[src/rtl/cpu6.sv]
// cpu6: multi-cycle 8-bit CPU running a reduced Centurion CPU6 subset on a byte-wide memory/IO bus.
// Latency: 1 to 5 cycles per instruction (fetch, 0-2 operand reads, 0-2 exec/data cycles).
// Backpressure: none; memory answers combinationally and accepts one write in any cycle.
module cpu6 (
  input  logic        clock,
  input  logic        reset,
  input  logic [7:0]  data_in,
  output logic        write_en,
  output logic [15:0] address,
  output logic [7:0]  data_out
);

  typedef enum logic [2:0] {
    S_FETCH, S_OP1, S_OP2, S_EXEC, S_MEM1, S_MEM2, S_HALT
  } state_t;

  typedef enum logic [3:0] {
    ALU_ADD, ALU_SUB, ALU_AND, ALU_OR, ALU_XOR, ALU_MOV,
    ALU_CLR, ALU_INV, ALU_SRA, ALU_SLA
  } alu_op_t;

  localparam logic [15:0] RESET_PC = 16'hFD00;

  state_t      state_q, state_d;
  logic [15:0] pc_q, pc_d;
  logic [15:0] ea_q, ea_d;
  logic [7:0]  ir_q, ir_d;
  logic [7:0]  op1_q, op1_d;
  logic [7:0]  regs_q [16];
  logic [7:0]  regs_d [16];
  logic        z_q, z_d, n_q, n_d, l_q, l_d, v_q, v_d, ie_q, ie_d, f_q, f_d;

  logic        bus_we;
  logic [15:0] bus_addr;
  logic [7:0]  bus_dat;

  alu_op_t     alu_op;
  logic        alu_wide;
  logic [3:0]  alu_dst;
  logic [15:0] alu_a, alu_b, alu_res;
  logic [16:0] alu_raw;
  logic        alu_c, alu_z, alu_n, alu_v, alu_l, alu_sets_l;
  logic        a_msb, b_msb, r_msb;
  logic        br_taken;

  // Pick EXEC-cycle operands, destination and width from the opcode and operand byte.
  always_comb begin
    alu_op   = ALU_MOV;
    alu_wide = 1'b0;
    alu_dst  = 4'd1;
    alu_a    = 16'h0000;
    alu_b    = 16'h0000;
    case (ir_q[7:4])
      4'h2, 4'h3: begin
        case (ir_q[2:0])
          3'd0:    alu_op = ALU_ADD;
          3'd1:    alu_op = ALU_SUB;
          3'd2:    alu_op = ALU_CLR;
          3'd3:    alu_op = ALU_INV;
          3'd4:    alu_op = ALU_SRA;
          default: alu_op = ALU_SLA;
        endcase
        if (ir_q[4:3] == 2'b00) begin
          // INR/DCR/CLR/IVR: register in the high nibble, step n+1 in the low nibble
          alu_dst = op1_q[7:4];
          alu_a   = {8'h00, regs_q[op1_q[7:4]]};
          alu_b   = {12'h000, op1_q[3:0]} + 16'd1;
        end else if (ir_q[4] == 1'b0) begin
          alu_dst = 4'd1;
          alu_a   = {8'h00, regs_q[1]};
          alu_b   = 16'd1;
        end else begin
          alu_wide = 1'b1;
          alu_dst  = 4'd0;
          alu_a    = {regs_q[0], regs_q[1]};
          alu_b    = 16'd1;
        end
      end
      4'h4, 4'h5: begin
        case (ir_q[2:0])
          3'd0:    alu_op = ALU_ADD;
          3'd1:    alu_op = ALU_SUB;
          3'd2:    alu_op = ALU_AND;
          3'd3:    alu_op = ALU_OR;
          3'd4:    alu_op = ALU_XOR;
          default: alu_op = ALU_MOV;
        endcase
        if (ir_q[4]) begin
          alu_wide = 1'b1;
          alu_dst  = 4'd2;
          alu_a    = {regs_q[2], regs_q[3]};
          alu_b    = {regs_q[0], regs_q[1]};
        end else if (ir_q[3]) begin
          alu_dst = 4'd3;
          alu_a   = {8'h00, regs_q[3]};
          alu_b   = {8'h00, regs_q[1]};
        end else begin
          alu_dst = op1_q[3:0];
          alu_a   = {8'h00, regs_q[op1_q[3:0]]};
          alu_b   = {8'h00, regs_q[op1_q[7:4]]};
        end
      end
      default: ;
    endcase
  end

  // ALU datapath; byte results come from the low 8 bits, so carry sits at bit 8 or bit 16.
  always_comb begin
    alu_raw = 17'h00000;
    case (alu_op)
      ALU_ADD: alu_raw = {1'b0, alu_a} + {1'b0, alu_b};
      ALU_SUB: alu_raw = {1'b0, alu_a} - {1'b0, alu_b};
      ALU_AND: alu_raw = {1'b0, alu_a & alu_b};
      ALU_OR:  alu_raw = {1'b0, alu_a | alu_b};
      ALU_XOR: alu_raw = {1'b0, alu_a ^ alu_b};
      ALU_MOV: alu_raw = {1'b0, alu_b};
      ALU_CLR: alu_raw = 17'h00000;
      ALU_INV: alu_raw = {1'b0, ~alu_a};
      ALU_SRA: alu_raw = {2'b00, alu_a[15:1]};
      ALU_SLA: alu_raw = {alu_a, 1'b0};
      default: alu_raw = 17'h00000;
    endcase
    alu_res = alu_wide ? alu_raw[15:0] : {8'h00, alu_raw[7:0]};
    alu_c   = alu_wide ? alu_raw[16] : alu_raw[8];
    a_msb   = alu_wide ? alu_a[15] : alu_a[7];
    b_msb   = alu_wide ? alu_b[15] : alu_b[7];
    r_msb   = alu_wide ? alu_res[15] : alu_res[7];
    alu_z   = (alu_res == 16'h0000);
    alu_n   = r_msb;
    alu_v      = 1'b0;
    alu_l      = l_q;
    alu_sets_l = 1'b0;
    case (alu_op)
      ALU_ADD: begin
        alu_v = (a_msb == b_msb) && (r_msb != a_msb);
        alu_l = alu_c;
        alu_sets_l = 1'b1;
      end
      ALU_SUB: begin
        // L reads as "no borrow" after a subtract
        alu_v = (a_msb != b_msb) && (r_msb != a_msb);
        alu_l = ~alu_c;
        alu_sets_l = 1'b1;
      end
      ALU_SRA: begin
        alu_l = alu_a[0];
        alu_sets_l = 1'b1;
      end
      ALU_SLA: begin
        alu_l = alu_c;
        alu_sets_l = 1'b1;
      end
      default: ;
    endcase
  end

  // Branch condition from the low opcode bits: L, ~L, Z, ~Z, N, ~N.
  always_comb begin
    case (ir_q[2:0])
      3'd0:    br_taken = l_q;
      3'd1:    br_taken = ~l_q;
      3'd4:    br_taken = z_q;
      3'd5:    br_taken = ~z_q;
      3'd6:    br_taken = n_q;
      3'd7:    br_taken = ~n_q;
      default: br_taken = 1'b0;
    endcase
  end

  // Instruction sequencer: next state, architectural updates and bus request.
  always_comb begin
    state_d = state_q;
    pc_d    = pc_q;
    ea_d    = ea_q;
    ir_d    = ir_q;
    op1_d   = op1_q;
    regs_d  = regs_q;
    z_d = z_q; n_d = n_q; l_d = l_q; v_d = v_q; ie_d = ie_q; f_d = f_q;
    bus_we   = 1'b0;
    bus_addr = pc_q;
    bus_dat  = 8'h00;
    case (state_q)
      S_FETCH: begin
        ir_d = data_in;
        pc_d = pc_q + 16'd1;
        case (data_in)
          8'h00: state_d = S_HALT;
          8'h02: f_d = 1'b1;
          8'h03: f_d = 1'b0;
          8'h04: ie_d = 1'b1;
          8'h05: ie_d = 1'b0;
          8'h06: l_d = 1'b1;
          8'h07: l_d = 1'b0;
          8'h08: l_d = ~l_q;
          8'h10, 8'h11, 8'h14, 8'h15, 8'h16, 8'h17,
          8'h20, 8'h21, 8'h22, 8'h23,
          8'h40, 8'h41, 8'h42, 8'h43, 8'h44, 8'h45,
          8'h71, 8'h80, 8'h81, 8'h90, 8'h91, 8'hA1, 8'hB1,
          8'hC0, 8'hC1, 8'hD0, 8'hD1, 8'hE1, 8'hF1: state_d = S_OP1;
          8'h28, 8'h29, 8'h2A, 8'h2B, 8'h2C, 8'h2D,
          8'h38, 8'h39, 8'h3A, 8'h3B, 8'h3C, 8'h3D,
          8'h48, 8'h49, 8'h4A, 8'h4B, 8'h4C, 8'h4D,
          8'h58, 8'h59, 8'h5A, 8'h5B, 8'h5C, 8'h5D: state_d = S_EXEC;
          default: ;  // undefined opcodes behave as NOP
        endcase
      end
      S_OP1: begin
        op1_d   = data_in;
        pc_d    = pc_q + 16'd1;
        state_d = S_OP2;
        case (ir_q)
          8'h10, 8'h11, 8'h14, 8'h15, 8'h16, 8'h17: begin
            state_d = S_FETCH;
            if (br_taken) pc_d = pc_q + 16'd1 + {{8{data_in[7]}}, data_in};
          end
          8'h20, 8'h21, 8'h22, 8'h23,
          8'h40, 8'h41, 8'h42, 8'h43, 8'h44, 8'h45: state_d = S_EXEC;
          8'h80, 8'hC0: begin
            if (ir_q[6]) regs_d[3] = data_in;
            else         regs_d[1] = data_in;
            z_d = (data_in == 8'h00);
            n_d = data_in[7];
            v_d = 1'b0;
            state_d = S_FETCH;
          end
          default: ;
        endcase
      end
      S_OP2: begin
        pc_d    = pc_q + 16'd1;
        ea_d    = {op1_q, data_in};
        state_d = S_MEM1;
        case (ir_q)
          8'h71: begin
            pc_d    = {op1_q, data_in};
            state_d = S_FETCH;
          end
          8'h90, 8'hD0: begin
            if (ir_q[6]) begin regs_d[2] = op1_q; regs_d[3] = data_in; end
            else         begin regs_d[0] = op1_q; regs_d[1] = data_in; end
            z_d = ({op1_q, data_in} == 16'h0000);
            n_d = op1_q[7];
            v_d = 1'b0;
            state_d = S_FETCH;
          end
          default: ;
        endcase
      end
      S_MEM1: begin
        bus_addr = ea_q;
        state_d  = S_FETCH;
        case (ir_q)
          8'h81, 8'hC1: begin
            if (ir_q[6]) regs_d[3] = data_in;
            else         regs_d[1] = data_in;
            z_d = (data_in == 8'h00);
            n_d = data_in[7];
            v_d = 1'b0;
          end
          8'h91, 8'hD1: begin
            op1_d   = data_in;  // high byte held until the low byte arrives
            state_d = S_MEM2;
          end
          8'hA1: begin bus_we = 1'b1; bus_dat = regs_q[1]; end
          8'hE1: begin bus_we = 1'b1; bus_dat = regs_q[3]; end
          8'hB1: begin bus_we = 1'b1; bus_dat = regs_q[0]; state_d = S_MEM2; end
          8'hF1: begin bus_we = 1'b1; bus_dat = regs_q[2]; state_d = S_MEM2; end
          default: ;
        endcase
      end
      S_MEM2: begin
        bus_addr = ea_q + 16'd1;
        state_d  = S_FETCH;
        case (ir_q)
          8'h91, 8'hD1: begin
            if (ir_q[6]) begin regs_d[2] = op1_q; regs_d[3] = data_in; end
            else         begin regs_d[0] = op1_q; regs_d[1] = data_in; end
            z_d = ({op1_q, data_in} == 16'h0000);
            n_d = op1_q[7];
            v_d = 1'b0;
          end
          8'hB1: begin bus_we = 1'b1; bus_dat = regs_q[1]; end
          8'hF1: begin bus_we = 1'b1; bus_dat = regs_q[3]; end
          default: ;
        endcase
      end
      S_EXEC: begin
        if (alu_wide) begin
          regs_d[alu_dst]         = alu_res[15:8];
          regs_d[alu_dst | 4'd1]  = alu_res[7:0];
        end else begin
          regs_d[alu_dst] = alu_res[7:0];
        end
        z_d = alu_z;
        n_d = alu_n;
        v_d = alu_v;
        if (alu_sets_l) l_d = alu_l;
        state_d = S_FETCH;
      end
      S_HALT: state_d = S_HALT;
      default: state_d = S_FETCH;
    endcase
  end

  // Reset overrides the bus in the same cycle so an in-flight store never lands.
  assign write_en = reset ? 1'b0 : bus_we;
  assign address  = reset ? RESET_PC : bus_addr;
  assign data_out = reset ? 8'h00 : bus_dat;

  // Architectural state register with synchronous reset.
  always_ff @(posedge clock) begin
    if (reset) begin
      state_q <= S_FETCH;
      pc_q    <= RESET_PC;
      ea_q    <= 16'h0000;
      ir_q    <= 8'h00;
      op1_q   <= 8'h00;
      for (int i = 0; i < 16; i++) regs_q[i] <= 8'h00;
      z_q <= 1'b0; n_q <= 1'b0; l_q <= 1'b0; v_q <= 1'b0; ie_q <= 1'b0; f_q <= 1'b0;
    end else begin
      state_q <= state_d;
      pc_q    <= pc_d;
      ea_q    <= ea_d;
      ir_q    <= ir_d;
      op1_q   <= op1_d;
      regs_q  <= regs_d;
      z_q <= z_d; n_q <= n_d; l_q <= l_d; v_q <= v_d; ie_q <= ie_d; f_q <= f_d;
    end
  end

endmodule

[config.mk]
export PLATFORM = sky130hd
export DESIGN_NAME = cpu6
export DESIGN_NICKNAME = d
export VERILOG_FILES = /design/src/rtl/cpu6.sv
export SDC_FILE = /design/constraint.sdc
export NUM_CORES = 1
export LEC_CHECK = 0
export CELL_PAD_IN_SITES_DETAIL_PLACEMENT = 0
export CELL_PAD_IN_SITES_GLOBAL_PLACEMENT = 1
export CORE_MARGIN = 10
export CORE_UTILIZATION = 48
export DETAILED_ROUTE_END_ITERATION = 7
export PLACE_DENSITY_LB_ADDON = 0.08
export SYNTH_ARGS = -nofsm -noshare
export SYNTH_HDL_FRONTEND = slang
export SYNTH_SLANG_ARGS = --single-unit
[constraint.sdc]
create_clock -name clock -period 6.9 [get_ports clock]
set_clock_uncertainty 0.2 [all_clocks]
set_input_delay 0.69 -clock clock [delete_from_list [all_inputs] [get_ports clock]]
set_output_delay 0.69 -clock clock [all_outputs]
set_load 0.02 [all_outputs]
==> impl_results.md, run 1 <==
- Number of flops mapped to enable cells by yosys: 0
- Worst Hold Class: register to register
- Multiplexer area fraction after synthesis: 0.151
- Commonest non-fill, non-tap cells in the layout: 258 x sky130_fd_sc_hd__nor2_1, 198 x sky130_fd_sc_hd__nand2_1, 178 x sky130_fd_sc_hd__dfxtp_1
- Count of yosys warnings during synthesis: 0
- TritonCTS clock tree: yes
- Clock latency of the later-clocked register in the worst-skew pair: 470 ps
- Sequential cell area fraction in the yosys report: 0.244
- Growth of design area from synthesis to finish: 8.29%
- Dominant combinational cell family by area after synthesis: compound AO/OA/AOI/OAI gates
- CTS-repair resized insts: 0
- GRT Resource Usage Total: 0.298
- Synthesized-area fraction occupied by xor and xnor cells: 0.0311
- Cell area after synthesis: ~15,000 sq um
- Avg Inst Size Synth: approximately 8 sq um
- Depth of the CTS H-tree: 4
- Share of the cycle needed by the critical path after routing: 0.937
- Post-synth net total: 1,954
- Final global-route overflow total: 0
- Post-CTS Hold Buffers: 0
- Kind of start point of the critical path: register
- Crit-path max FO: 14
- Width of the die: 196 microns
- Reported leakage power: 5.66 nW
- First drt pass iteration count: 8
- Vertical die dimension: 196 microns
- Switching component of the power: 2.42 mW
- Count of nets left with antenna violations after detail routing: 0
- Area used by sequential logic in the layout: about 3600 sq um
- Synth unique cells: 90
- Flops & latches, synth: between 150 and 200
- Starting Density: 0.487
- Cells along the critical path: nor2_1 > buf_4 > nor2_1 > a21oi_1 > o31ai_1 > inv_1 > ha_1 > nand2_1 > o21ai_0 > inv_1 > ha_1 > nor2b_1 > o21a_1 > o21ai_0 > a211oi_1 > o41ai_1 > xnor2_1 > a211oi_1 > o22a_1 > nand2b_1 > a31oi_1
- Max Slew Vio Count: 0
- Fraction of power consumed by combinational cells: 0.530
- Portion of total power attributed to the clock network: 0.199
- Setup bufs post-CTS: 0
- Slew @ Worst Pin: 1400 ps
- Number of cells produced by synthesis: 1,874
- ANT cells: 0
- Total vias in the final route: 15,100
- Commonest non-fill, non-tap cell in the layout: sky130_fd_sc_hd__nor2_1
- Cell family with the largest share of critical-path delay: compound AO/OA/AOI/OAI gates
- Adder-Cell Fraction of Synth Area: 0.0596
- Count of pins on the block boundary: 35
- Sequential share of power: 0.271
- Number of rows created at floorplan: 64
- Count of non-filler cells in the finished layout: 2,251
- Int Power: 2.69 mW
- Total Die Area: 38,600 sq um
- Worst slew margin relative to its limit: 0.0640
- Hold Violations, Final: 0
- Finish-stage setup viols: 0
- Power after layout: just over 5 mW
- Maximum number of pins on one net before global-route repair: approximately 110
- Clk slew on worst S/H paths: 70 ps
- Compound-gate portion of the synthesized area: 0.244
- First DRT Iteration DRCs: 1,978
- Result of the run: complete, but fails checks
- Most area-hungry cell type in the Yosys netlist: sky130_fd_sc_hd__dfxtp_1
- Final #Nets: 1,923
- Cts bufs inserted: 17
- Largest incremental delay on the critical path: 720 ps
- Buffers on Ports: 34
- Power density over the cells: 316 nW/um^2
- Number of buffers and inverters on the critical path: 3
- Cell area reported after detailed placement: 15,600 sq um
- Peak Freq: 155 MHz
- Number of antenna violations at the first check in global routing: 0
- Multi-input combinational cell area: between 10,000 and 15,000 sq um
- Wire length of the first global-routing pass: 89,400 microns
- Core occupancy in the finished layout: 0.528
- Core box area: 30,700 sq um
- Number of cells after detailed placement: 2,220
- RD Place Congestion: 0.978
- Final TNS setup: 0 ps
- Worst Path Arrival: between 6000 and 7000 ps
- Critical path class: register to register
- Number of inserted filler cells in the final layout: 2,990
- Type of destination of the critical path: register
- Maximum ir drop on the vdd rail: 0.200 mV
- Violated checks: design-rule violations
- Unrepaired setup endpoints after global routing: false
- Max cap viols: 0
- Net switching fraction of the power: 0.473
- Cell types with the largest area share after synthesis: sky130_fd_sc_hd__dfxtp_1 24%, sky130_fd_sc_hd__mux4_2 9.0%, sky130_fd_sc_hd__nor2_1 6.6%
- Post-route worst setup slack: about 430 ps
- Ratio of cells with drive above 1 in the final layout: 0.108
- Total routed wirelength: around 58,000 microns
- Post-layout minimum cycle time: 6470 ps
- Synth Flop Type: sky130_fd_sc_hd__dfxtp_1
- Routed via count divided by cell count: between 6 and 7
- Detailed Place HPWL: around 43,000 microns
- Remaining routing DRC violations: 9
- Final hold slack: 268 ps
- CP Data Required Time: around 7000 ps
- Design Area, Final: 16,200 sq um
- Share of Yosys cell area claimed by the top area cell type: 0.244
- Root buffer selected by CTS: sky130_fd_sc_hd__clkbuf_16
- Routed wire length per instance: 26.0 microns
- Setup Slack @ Placement: 574 ps
- Number of global-route vias before repair: 14,000
- Critical path's slowest cell: sky130_fd_sc_hd__dfxtp_1
- Share of synthesized registers carrying an async set or reset: 0
- Clock sink count: between 150 and 200
- Post-synthesis simple-gate area fraction: 0.210
- Clock Path Buffers: 2
## layout make-up
cell class | instances | share of cell area
Clock buffer | 19 | 0.0274
Clock inverter | 12 | 0.00889
Inverter | 62 | 0.0144
Multi-Input combinational cell | 1485 | 0.644
Sequential cell | 182 | 0.226
Tap cell | 396 | 0.0306
Timing Repair Buffer | 95 | 0.0492
## state kept, by name, indices dropped and copies added (netlist names), 3 cells and up
name     cells
regs_q     128
ea_q        16
pc_q        16
ir_q         8
op1_q        8
state_q      3
## per-layer routing
metal  vias up  global-route usage  part of all wire
met5         -                   0                 0
met4         0              0.0899             0.026
met3       109              0.0558             0.088
met2       688               0.443              0.43
met1      7392               0.428              0.45
li1       6863                   -                 -
## power groups by stage
stage,clock [mW],sequential [mW],combinational [mW]
5_1_grt,1.06,1.39,2.93
3_3_place_gp,0,1.39,2.64
4_1_cts,1.02,1.37,2.66
2_1_floorplan,0,1.25,1.90
3_5_place_dp,0,1.39,2.64
6_report,1.02,1.39,2.71
## path summary, 6_finish.rpt
check        slack, ps  cells after the start                  endpoint                  start
min                270                      2     ea_q[15]$_SDFFE_PP0P_  ea_q[15]$_SDFFE_PP0P_
max reg2reg        430                     21  regs_q[123]$_SDFFE_PP0P_   ir_q[4]$_SDFFE_PP0P_
max                430                     21  regs_q[123]$_SDFFE_PP0P_   ir_q[4]$_SDFFE_PP0P_
min reg2reg        270                      2     ea_q[15]$_SDFFE_PP0P_  ea_q[15]$_SDFFE_PP0P_
## logic make-up (layout without fill, tap and decap cells)
| group | after synthesis | in the layout |
|---|---|---|
| buffers and inverters | 207 | 188 |
| flip-flops | 182 | 182 |
| AO/OA/AOI/OAI | 528 | 528 |
| multiplexers | 147 | 147 |
| adder cells (fa/ha/maj) | 70 | 70 |
| AND/OR/NAND/NOR | 687 | 687 |
| XOR/XNOR | 53 | 53 |
## tightest hold or removal path, stage by stage, from the launching register on
cell                      delay, ps
sky130_fd_sc_hd__dfxtp_1        320
sky130_fd_sc_hd__nand2_1         50
sky130_fd_sc_hd__a21oi_1         50
## synthesized netlist by cell type, drive strengths merged (5+ instances only)
cell type / number
a2111oi: 5
a211oi: 97
a21boi: 5
a21o: 6
a21oi: 119
a221o: 9
a221oi: 18
a222oi: 9
a22o: 9
a22oi: 15
a2bb2oi: 5
a31oi: 20
and2: 17
and3: 20
buf: 35
clkbuf: 110
dfxtp: 182
ha: 68
inv: 62
mux2: 14
mux2i: 72
mux4: 61
nand2: 199
nand2b: 19
nand3: 44
nand4: 14
nor2: 264
nor2b: 16
nor3: 29
nor3b: 5
nor4: 12
o211ai: 16
o21a: 12
o21ai: 101
o221ai: 8
o22a: 10
o22ai: 12
o31ai: 8
o41ai: 5
or2: 5
or3: 18
or4: 8
xnor2: 36
xor2: 17
No activity file was read; power rests on OpenSTA's default activity.
==> run 2, diff against run 1 <==
--- a/config.mk
+++ b/config.mk
@@ -9,6 +9,7 @@
 export CELL_PAD_IN_SITES_GLOBAL_PLACEMENT = 1
 export CORE_MARGIN = 10
 export CORE_UTILIZATION = 48
+export CTS_BUF_LIST = sky130_fd_sc_hd__clkbuf_16
 export DETAILED_ROUTE_END_ITERATION = 7
 export PLACE_DENSITY_LB_ADDON = 0.08
 export SYNTH_ARGS = -nofsm -noshare
==> impl_results.md, run 2 (synthesis gave the netlist of run 1 again) <==
- CP Data Required Time: 7050 ps (was 7000 ps)
- GRT Resource Usage Total: 0.298 (unchanged)
- Buffers on Ports: 34 (unchanged)
- ANT cells: 0 (unchanged)
- Number of rows created at floorplan: 64 (unchanged)
- Largest incremental delay on the critical path: 850 ps (was 720 ps)
- Design Area, Final: 16,200 sq um (about the same)
- Wire length of the first global-routing pass: 89,400 microns (unchanged)
- Clock latency of the later-clocked register in the worst-skew pair: 470 ps (about the same)
- Reported leakage power: 5.66 nW (about the same)
- Routed wire length per instance: 25.9 microns (was 26.0 microns)
- Core occupancy in the finished layout: 0.527 (was 0.528)
- Growth of design area from synthesis to finish: 8.22% (was 8.29%)
- Peak Freq: 155 MHz (about the same)
- Clock Path Buffers: 2 (unchanged)
- Count of nets left with antenna violations after detail routing: 0 (unchanged)
- Maximum ir drop on the vdd rail: 0.199 mV (was 0.200 mV)
- Clock sink count: 182 (unchanged)
- Setup bufs post-CTS: 0 (unchanged)
- Routed via count divided by cell count: 6.66 (was 6.69)
- Remaining routing DRC violations: 0 (was 9)
- Power density over the cells: 315 nW/um^2 (was 316 nW/um^2)
- Slew @ Worst Pin: 1390 ps (was 1400 ps)
- Largest register by flop count: regs_q (unchanged)
- Vertical die dimension: 196 microns (unchanged)
- Ratio of cells with drive above 1 in the final layout: 0.108 (about the same)
- Cts bufs inserted: 17 (unchanged)
- Finish-stage setup viols: 0 (unchanged)
- Worst Path Arrival: 6610 ps (was 6570 ps)
- Total Die Area: 38,600 sq um (unchanged)
- Final TNS setup: 0 ps (unchanged)
- Number of antenna violations at the first check in global routing: 0 (unchanged)
- RD Place Congestion: 0.978 (unchanged)
- Total routed wirelength: 58,400 microns (was 58,500 microns)
- First drt pass iteration count: 6 (was 8)
- Max cap viols: 0 (unchanged)
- Clk slew on worst S/H paths: 70 ps (about the same)
- Crit-path max FO: 15 (was 14)
- Hold Violations, Final: 0 (unchanged)
- Max Slew Vio Count: 0 (unchanged)
- Critical path's slowest cell: sky130_fd_sc_hd__dfxtp_1 (unchanged)
- Cells along the critical path: mux4_2 > mux4_2 > a22oi_1 > o21ai_0 > inv_1 > ha_1 > nand4_1 > nor3_1 > nor2_1 > xnor2_1 > ha_1 > a21o_1 > a21o_1 > and2_1 > o41a_1 > o21ai_0 > and3_1 > o31a_1 > mux2i_1 > buf_4 > a221oi_1 > nor2_1 (was nor2_1 > buf_4 > nor2_1 > a21oi_1 > o31ai_1 > inv_1 > ha_1 > nand2_1 > o21ai_0 > inv_1 > ha_1 > nor2b_1 > o21a_1 > o21ai_0 > a211oi_1 > o41ai_1 > xnor2_1 > a211oi_1 > o22a_1 > nand2b_1 > a31oi_1)
- Critical path class: register to register (unchanged)
- Cell area reported after detailed placement: 15,600 sq um (unchanged)
- TritonCTS clock tree: yes (unchanged)
- Detailed Place HPWL: 42,700 microns (unchanged)
- Depth of the CTS H-tree: 4 (unchanged)
- Result of the run: complete, no violations (was complete, but fails checks)
- Worst slew margin relative to its limit: 0.0736 (was 0.0640)
- Number of global-route vias before repair: 14,000 (unchanged)
- Final #Nets: 1,923 (unchanged)
- Total vias in the final route: 15,000 (was 15,100)
- Final global-route overflow total: 0 (unchanged)
- Root buffer selected by CTS: sky130_fd_sc_hd__clkbuf_16 (unchanged)
- Max reg flops: 128 (unchanged)
- Commonest non-fill, non-tap cell in the layout: sky130_fd_sc_hd__nor2_1 (unchanged)
- First DRT Iteration DRCs: 1,976 (was 1,978)
- Core box area: 30,700 sq um (unchanged)
- Type of destination of the critical path: register (unchanged)
- Kind of start point of the critical path: register (unchanged)
- Post-layout minimum cycle time: 6460 ps (was 6470 ps)
- Largest registers: regs_q: 128 flops, ea_q: 16 flops, pc_q: 16 flops (unchanged)
- Maximum number of pins on one net before global-route repair: 111 (unchanged)
- Count of pins on the block boundary: 35 (unchanged)
- Post-CTS Hold Buffers: 0 (unchanged)
- Share of the cycle needed by the critical path after routing: 0.936 (was 0.937)
- Starting Density: 0.487 (unchanged)
- Worst Hold Class: register to register (unchanged)
- CTS-repair resized insts: 0 (unchanged)
- Commonest non-fill, non-tap cells in the layout: 258 x sky130_fd_sc_hd__nor2_1, 198 x sky130_fd_sc_hd__nand2_1, 178 x sky130_fd_sc_hd__dfxtp_1 (unchanged)
- Unrepaired setup endpoints after global routing: false (unchanged)
- Width of the die: 196 microns (unchanged)
==> run 2: cell types whose count changed in the layout (fill, tap and decap cells not counted), sizes merged <==
cell    previous run  this run
clkinv             2         3
clkbuf            19        17
inv               68        69
==> run 2: worst max-delay path, delay by kind of cell, from the launching register on <==
kind / cells / cell delay, ps
compound gates: 8 / 1930
xor+xnor: 1 / 160
fa+ha+maj: 2 / 610
buf+inv: 2 / 370
flops: 1 / 850
mux: 3 / 1070
simple gates: 6 / 1170
==> run 2: path summary, 6_finish.rpt <==
path,slack [ps],to,start,cells after the start
max,440,regs_q[126]$_SDFFE_PP0P_,op1_q[7]$_SDFFE_PP0P_,22
min,270,ea_q[15]$_SDFFE_PP0P_,ea_q[15]$_SDFFE_PP0P_,2
max reg2reg,440,regs_q[126]$_SDFFE_PP0P_,op1_q[7]$_SDFFE_PP0P_,22
min reg2reg,270,ea_q[15]$_SDFFE_PP0P_,ea_q[15]$_SDFFE_PP0P_,2
==> run 2: layout make-up <==
type / count / area (sq um)
timing repair buffer: 95 / 796
clock inverter: 14 / 151
fill: 2993 / 14500
multi-input combinational: 1485 / 10400
sequential: 182 / 3650
tap: 396 / 495
inverter: 62 / 233
clock buffer: 17 / 425
==> run 2: metrics by stage <==
stage          std cells  power (mW)  hold slack [ps]  worst slack (ps)
3_3_place_gp        2220        4.03              257               495
3_5_place_dp        2220        4.03              262               574
4_1_cts             2251        5.04              272               530
6_report            2251        5.10              268               438
5_1_grt             2251        5.37              294              50.8
2_1_floorplan       1874        3.15              248              1110
==> run 2: per-layer routing <==
metal,part of all wire,vias to the layer above,GRT usage
met5,0,-,0
met4,0.025,0,0.0899
met3,0.092,102,0.0558
met2,0.43,679,0.443
met1,0.45,7347,0.428
li1,-,6862,-
==> run 2: power by group <==
group          internal [mW]  leakage (nW)  switching, mW
Combinational          0.995          3.90           1.72
Clock                  0.536         0.282          0.464
Sequential              1.15          1.47          0.237
